### config.mk
export PLATFORM = sky130hd
export DESIGN_NAME = red_barrett_pipe
export DESIGN_NICKNAME = d
export VERILOG_FILES = /design/src/rtl/red_pkg.sv /design/src/rtl/red_barrett_corr.sv /design/src/rtl/red_barrett_pipe.sv
export SDC_FILE = /design/constraint.sdc
export NUM_CORES = 1
export LEC_CHECK = 0
export ABC_AREA = 1
export ABC_CLOCK_PERIOD_IN_PS = 4790
export BUFFER_PORTS_ARGS = -buffer_cell sky130_fd_sc_hd__buf_2
export CORE_MARGIN = 8
export CORE_UTILIZATION = 43
export CTS_CLUSTER_SIZE = 40
export DETAILED_ROUTE_END_ITERATION = 8
export GPL_ROUTABILITY_DRIVEN = 0
export PLACE_DENSITY_LB_ADDON = 0.05
export SYNTH_ARGS = -nofsm -noshare
export SYNTH_HDL_FRONTEND = slang
export SYNTH_SLANG_ARGS = --single-unit
export TNS_END_PERCENT = 30
### constraint.sdc
create_clock -name clk_i -period 4.79 [get_ports clk_i]
set_clock_uncertainty 0.1 [all_clocks]
set_input_delay 0.479 -clock clk_i [delete_from_list [all_inputs] [get_ports clk_i]]
set_output_delay 0.479 -clock clk_i [all_outputs]
set_load 0.05 [all_outputs]
### src/rtl/red_pkg.sv
// Shared constants, elaboration helpers and the per-stage control record for the
// Barrett / Montgomery reducers.
package red_pkg;

  localparam int KYBER_Q       = 3329;
  localparam int DILITHIUM_Q   = 8380417;
  localparam int RED_TAG_MAX_W = 16;

  // floor(2^k / q); k is limited to 63 so the shift stays inside 64 bits
  function automatic longint unsigned barrett_mu(input longint unsigned q, input int k);
    return (64'd1 << k) / q;
  endfunction

  function automatic int red_w(input longint unsigned q);
    return $clog2(q);
  endfunction

  typedef struct packed {
    logic                     valid;
    logic [RED_TAG_MAX_W-1:0] tag;
    logic                     flag;
  } stage_ctrl_t;

endpackage

### src/rtl/red_barrett_corr.sv
// Final correction step: brings a value known to lie in [0, 3Q) into [0, Q-1]
// with at most two conditional subtractions of Q.
module red_barrett_corr
  import red_pkg::*;
#(
  parameter int Q = KYBER_Q,
  parameter int W = red_w(Q)
) (
  input  logic [W+1:0] value,
  output logic [W-1:0] result
);

  localparam logic [W+1:0] Q_R = (W+2)'(Q);

  logic [W+1:0] once;
  logic [W+1:0] twice;
  logic [1:0]   unused_hi;

  always_comb begin
    once  = (value >= Q_R) ? value - Q_R : value;
    twice = (once >= Q_R) ? once - Q_R : once;
  end

  // After two corrections the top bits are always zero
  assign result    = twice[W-1:0];
  assign unused_hi = twice[W+1:W];

endmodule

### src/rtl/red_barrett_pipe.sv
// Three-stage pipelined Barrett reduction x mod Q with valid/ready flow control,
// a pass-through tag and an out-of-range (x >= Q*Q) flag.
module red_barrett_pipe
  import red_pkg::*;
#(
  parameter int Q     = KYBER_Q,
  parameter int W     = red_w(Q),
  parameter int IN_W  = 2*W,
  parameter int K     = IN_W,
  parameter int TAG_W = 4
) (
  input  logic             clk_i,
  input  logic             rst_i,
  input  logic             valid_i,
  output logic             ready_o,
  input  logic [IN_W-1:0]  product_i,
  input  logic [TAG_W-1:0] tag_i,
  output logic             valid_o,
  input  logic             ready_i,
  output logic [W-1:0]     result_o,
  output logic [TAG_W-1:0] tag_o,
  output logic             range_err_o
);

  // Q > 2^(W-1) bounds MU below 2^(K-W+1)
  localparam int MU_W = K - W + 1;
  localparam int M_W  = IN_W + MU_W;
  localparam int T_W  = M_W - K;

  localparam logic [MU_W-1:0] MU  = MU_W'(barrett_mu(64'(Q), K));
  localparam logic [63:0]     QSQ = 64'(Q) * 64'(Q);
  localparam logic [W+1:0]    Q_R = (W+2)'(Q);

  generate
    if (K < IN_W || K > 63 || IN_W > 64 || TAG_W > RED_TAG_MAX_W) begin : g_bad_params
      $error("red_barrett_pipe: need IN_W <= K <= 63, IN_W <= 64, TAG_W <= RED_TAG_MAX_W");
    end
  endgenerate

  stage_ctrl_t s1_ctrl;
  stage_ctrl_t s2_ctrl;
  stage_ctrl_t s3_ctrl;

  logic [W+1:0]  s1_x;
  logic [M_W-1:0] s1_m;
  logic [W+1:0]  s2_r;
  logic [W-1:0]  s3_result;

  logic          load1;
  logic          load2;
  logic          load3;
  logic          in_flag;
  logic [T_W-1:0] t;
  logic [W+1:0]  tq;
  logic [W+1:0]  r;
  logic [W-1:0]  corr;
  logic          unused_bits;

  // A stage may load when it is empty or its content moves on this edge
  assign load3   = !s3_ctrl.valid || ready_i;
  assign load2   = !s2_ctrl.valid || load3;
  assign load1   = !s1_ctrl.valid || load2;
  assign ready_o = load1;

  assign in_flag = 64'(product_i) >= QSQ;

  // Only the low W+2 bits matter: the true remainder is below 3Q < 2^(W+2)
  assign t  = s1_m[M_W-1:K];
  assign tq = (W+2)'(t) * Q_R;
  assign r  = s1_x - tq;

  red_barrett_corr #(
    .Q (Q),
    .W (W)
  ) u_corr (
    .value  (s2_r),
    .result (corr)
  );

  always_ff @(posedge clk_i or posedge rst_i) begin
    if (rst_i) begin
      s1_ctrl   <= '0;
      s2_ctrl   <= '0;
      s3_ctrl   <= '0;
      s3_result <= '0;
    end else begin
      if (load1) begin
        if (valid_i) begin
          s1_ctrl <= '{valid: 1'b1, tag: RED_TAG_MAX_W'(tag_i), flag: in_flag};
        end else begin
          s1_ctrl.valid <= 1'b0;
        end
      end
      if (load2) begin
        if (s1_ctrl.valid) begin
          s2_ctrl <= s1_ctrl;
        end else begin
          s2_ctrl.valid <= 1'b0;
        end
      end
      if (load3) begin
        if (s2_ctrl.valid) begin
          s3_ctrl   <= s2_ctrl;
          s3_result <= corr;
        end else begin
          s3_ctrl.valid <= 1'b0;
        end
      end
    end
  end

  // Datapath registers are qualified by the stage valids, so they need no reset
  always_ff @(posedge clk_i) begin
    if (load1 && valid_i) begin
      s1_x <= (W+2)'(product_i);
      s1_m <= M_W'(product_i) * M_W'(MU);
    end
    if (load2 && s1_ctrl.valid) begin
      s2_r <= r;
    end
  end

  assign valid_o     = s3_ctrl.valid;
  assign result_o    = s3_result;
  assign tag_o       = s3_ctrl.tag[TAG_W-1:0];
  assign range_err_o = s3_ctrl.flag;

  assign unused_bits = ^{s1_m[K-1:0], s3_ctrl.tag};

endmodule
==> summary.md <==
| Metric | Value |
|---|---|
| Critical path fanouts, max | 5 |
| Post-Syn Area | 10800 um2 |
| Critical Path RT | 4770 ps |
| Sequential share of the synthesized area | 0.184 |
| Nets | 1714 |
| Residual DRC | 0 |
| Worst slew margin | 0.254 |
| Drt wl/cell | 14.4 um |
| N_diodes | 0 |
| Clock buffer count from CTS | 9 |
| Initial antenna violation count | 0 |
| Worst slack, placed | -302 ps |
| Fin crit period | 4640 ps |
| Synth unique cells | 41 |
| Reg-to-reg startpoint | s1_x[3] |
| Final ANT Viol Nets | 0 |
| Core area | 24900 um2 |
| Dpl cell area | 12200 um2 |
| Setup crit end kind | register |
| Final HPWL DP | 21800 um |
| TNS Setup | 0 ps |
| Clock sink total | 71 |
| Max-cap violations | 0 |
| Fraction of registers with async set/reset | 0.423 |
| Gr ovfl total | 0 |
| Die height | 174 um |
| Fin. Hold Viols | 0 |
| DRT Wirelength | 24500 um |
| Post-synthesis register bit count | 71 |
| Design area | 12600 um2 |
| CTS Hold Bufs | 0 |
| CTS Buffer Depth | 2 |
| Initial core utilization | 0.433 |
| Synth Instances | 1202 |
| Critical path type | in -> reg |
| Fin. max-slew vios | 0 |
| Vias post-DR | 7979 |
| Hold slack | 108 ps |
| Fmax | 216 MHz |
| Yosys Warn Count | 0 |
| Layout area overhead | 17.3% |
| Synth top area share | 0.253 |
| Worst Hold Class | in -> async |
| Vias per cell | 4.70 |
| Die footprint | 30400 um2 |
| Length in cells of the worst reg-to-reg path | 18 |
| Post-synth EDFFs | 41 |
| Critical path startpoint category | input port |
| Vias in the first global route | 8476 |
| H-tree levels | 3 |
| Final Cycle Share | 0.968 |
| Initial drt markers | 277 |
| Status | completed |
| DR pass1 iterations | 4 |
| CTS tree | done |
| Clock Pin Slew Worst Setup and Hold Paths | 60 ps |
| Rows | 58 |
| Top_reg_cell synth | edfxtp_1 |
| R2r setup slk | 620 ps |
| Root buf cell | clkbuf_16 |
| RSZ-0062 raised after global routing | yes |
| Global-route wire length before repair | 41700 um |
| Clk_lat worst skew | 330 ps |
| Final worst slack | 152 ps |
| Worst-Margin Slew | 1120 ps |
| Proportion of layout cells with a drive suffix above 1 | 0.174 |
| Syn avg cell area | 8.97 um2 |
| Final setup fails | 0 |
| Ports | 51 |
| Area contributors post-synth | fa_1 (25%), ha_1 (21%), edfxtp_1 (11%), inv_1 (8.4%), nand2_1 (8.1%) |
| Synthesized net count | 1554 |
| Crit path DAT | 4610 ps |
| Reg2reg end | s2_r[13] |
| Die width | 174 um |
| Cell taking the most area after synthesis | fa_1 |
| Largest net degree at the start of global routing | 34 |
| GRT Util Overall | 0.168 |
| Input/output buffers | 50 |
[critical path, stage by stage]
cell and delay, ps:
buf_2 180, fa_2 500, fa_2 630, fa_1 440, fa_1 490, inv_1 50, fa_1 530, inv_1 40
ha_1 330, a21oi_1 180, o21ai_0 120, a21oi_1 190, nand3_2 130, a31oi_1 240, xor2_1 90
[cell usage after synthesis, types with 2 or more instances]
cell type and count:
a21o_1 3, a21oi_1 57, a21oi_2 2, a31oi_1 7, buf_2 2, buf_6 2, clkbuf_1 2, dfrtp_1 30
edfxtp_1 41, fa_1 136, ha_1 184, inv_1 242, inv_2 8, nand2_1 232, nand2_2 10, nand3_1 40
nand3_2 3, nand3_4 2, nand3b_1 3, nand4_1 11, nor2_1 59, nor2_2 4, nor2_4 5, nor3_1 9
nor4_1 2, o211ai_1 3, o21a_1 5, o21ai_0 35, o21ai_1 2, o21bai_1 3, xnor2_1 14, xor2_1 35
[layout make-up]
type | instances | area (um2)
clock buffer | 10 | 229
fill | 2363 | 12200
inverter | 250 | 938
timing repair buffer | 155 | 1040
sequential | 71 | 1980
tap | 330 | 413
multi-input combinational | 875 | 7950
clock inverter | 6 | 90.1
[cells in the final DEF, fill, tap and decap left out, drive strengths merged]
cell type | netlist | final
nor4 | 2 | 2
nand4 | 11 | 11
or2 | 1 | 1
o221ai | 1 | 1
o211ai | 3 | 3
nand2 | 243 | 243
inv | 250 | 253
dfrtp | 30 | 30
nand3b | 3 | 3
a211oi | 1 | 1
a21oi | 59 | 59
a221oi | 1 | 1
nor2 | 68 | 68
nand3 | 45 | 45
a31o | 1 | 1
clkinv | 0 | 1
edfxtp | 41 | 41
o21a | 5 | 5
and2 | 1 | 1
xnor2 | 14 | 14
nor3 | 9 | 9
o2111ai | 1 | 1
a21boi | 1 | 1
o21ai | 37 | 37
a21o | 3 | 3
fa | 136 | 136
bufinv | 0 | 2
clkbuf | 2 | 12
a31oi | 7 | 7
ha | 184 | 184
buf | 4 | 153
o21bai | 3 | 3
xor2 | 35 | 35
[flip-flops by register name (all words and copies together) (netlist names)]
register and flops:
s1_x 14, s2_r 14, s2_ctrl 6, valid_o 1
s1_m 13, range_err_o 1, s1_ctrl 6, tag_o 4
result_o 12
[kinds of logic (layout without fill, tap and decap cells)]
group / count (synthesis) / after routing / synth area share
XOR/XNOR: 49 / 49 / 0.0398
buffers and inverters: 256 / 421 / 0.0908
AND/OR/NAND/NOR: 383 / 383 / 0.155
adder cells (fa/ha/maj): 320 / 320 / 0.466
AO/OA/AOI/OAI: 123 / 123 / 0.0641
flip-flops: 71 / 71 / 0.184
[routing by layer]
| layer | vias up | wire (um) | GRT usage |
|---|---|---|---|
| met5 | - | 0 | 0 |
| met4 | 0 | 361 | 0.0399 |
| met3 | 21 | 510 | 0.0126 |
| met2 | 89 | 12500 | 0.307 |
| met1 | 3744 | 11100 | 0.210 |
| li1 | 4125 | - | - |
[stage by stage]
stage | instances | utilization
finish | 1697 | 0.508
detailed placement | 1681 | 0.490
global route | 1697 | 0.508
global placement | 1681 | 0.490
floorplan | 1202 | -
CTS | 1697 | 0.503
[worst max path at each step]
stage / from / endpoint / slack, ps / cells past startpoint
2_1_floorplan: product_i[18] / s1_m[33] / 180 / 14
3_3_place_gp: product_i[14] / s1_m[30] / -260 / 18
3_5_place_dp: product_i[14] / s1_m[30] / -300 / 18
4_1_cts: product_i[14] / s1_m[30] / 60 / 18
5_1_grt: product_i[18] / s1_m[33] / -30 / 16
6_report: product_i[19] / s1_m[33] / 150 / 15
[what timing repair did]
action,in CTS,in global routing
setup endpoints to repair,0,11
resized for setup,0,35
hold endpoints to repair,0,0
setup buffers,0,0
Power is left out: the tool's default activity adds up to more than one toggle a clock period on the data nets, which glitch-free logic cannot reach.
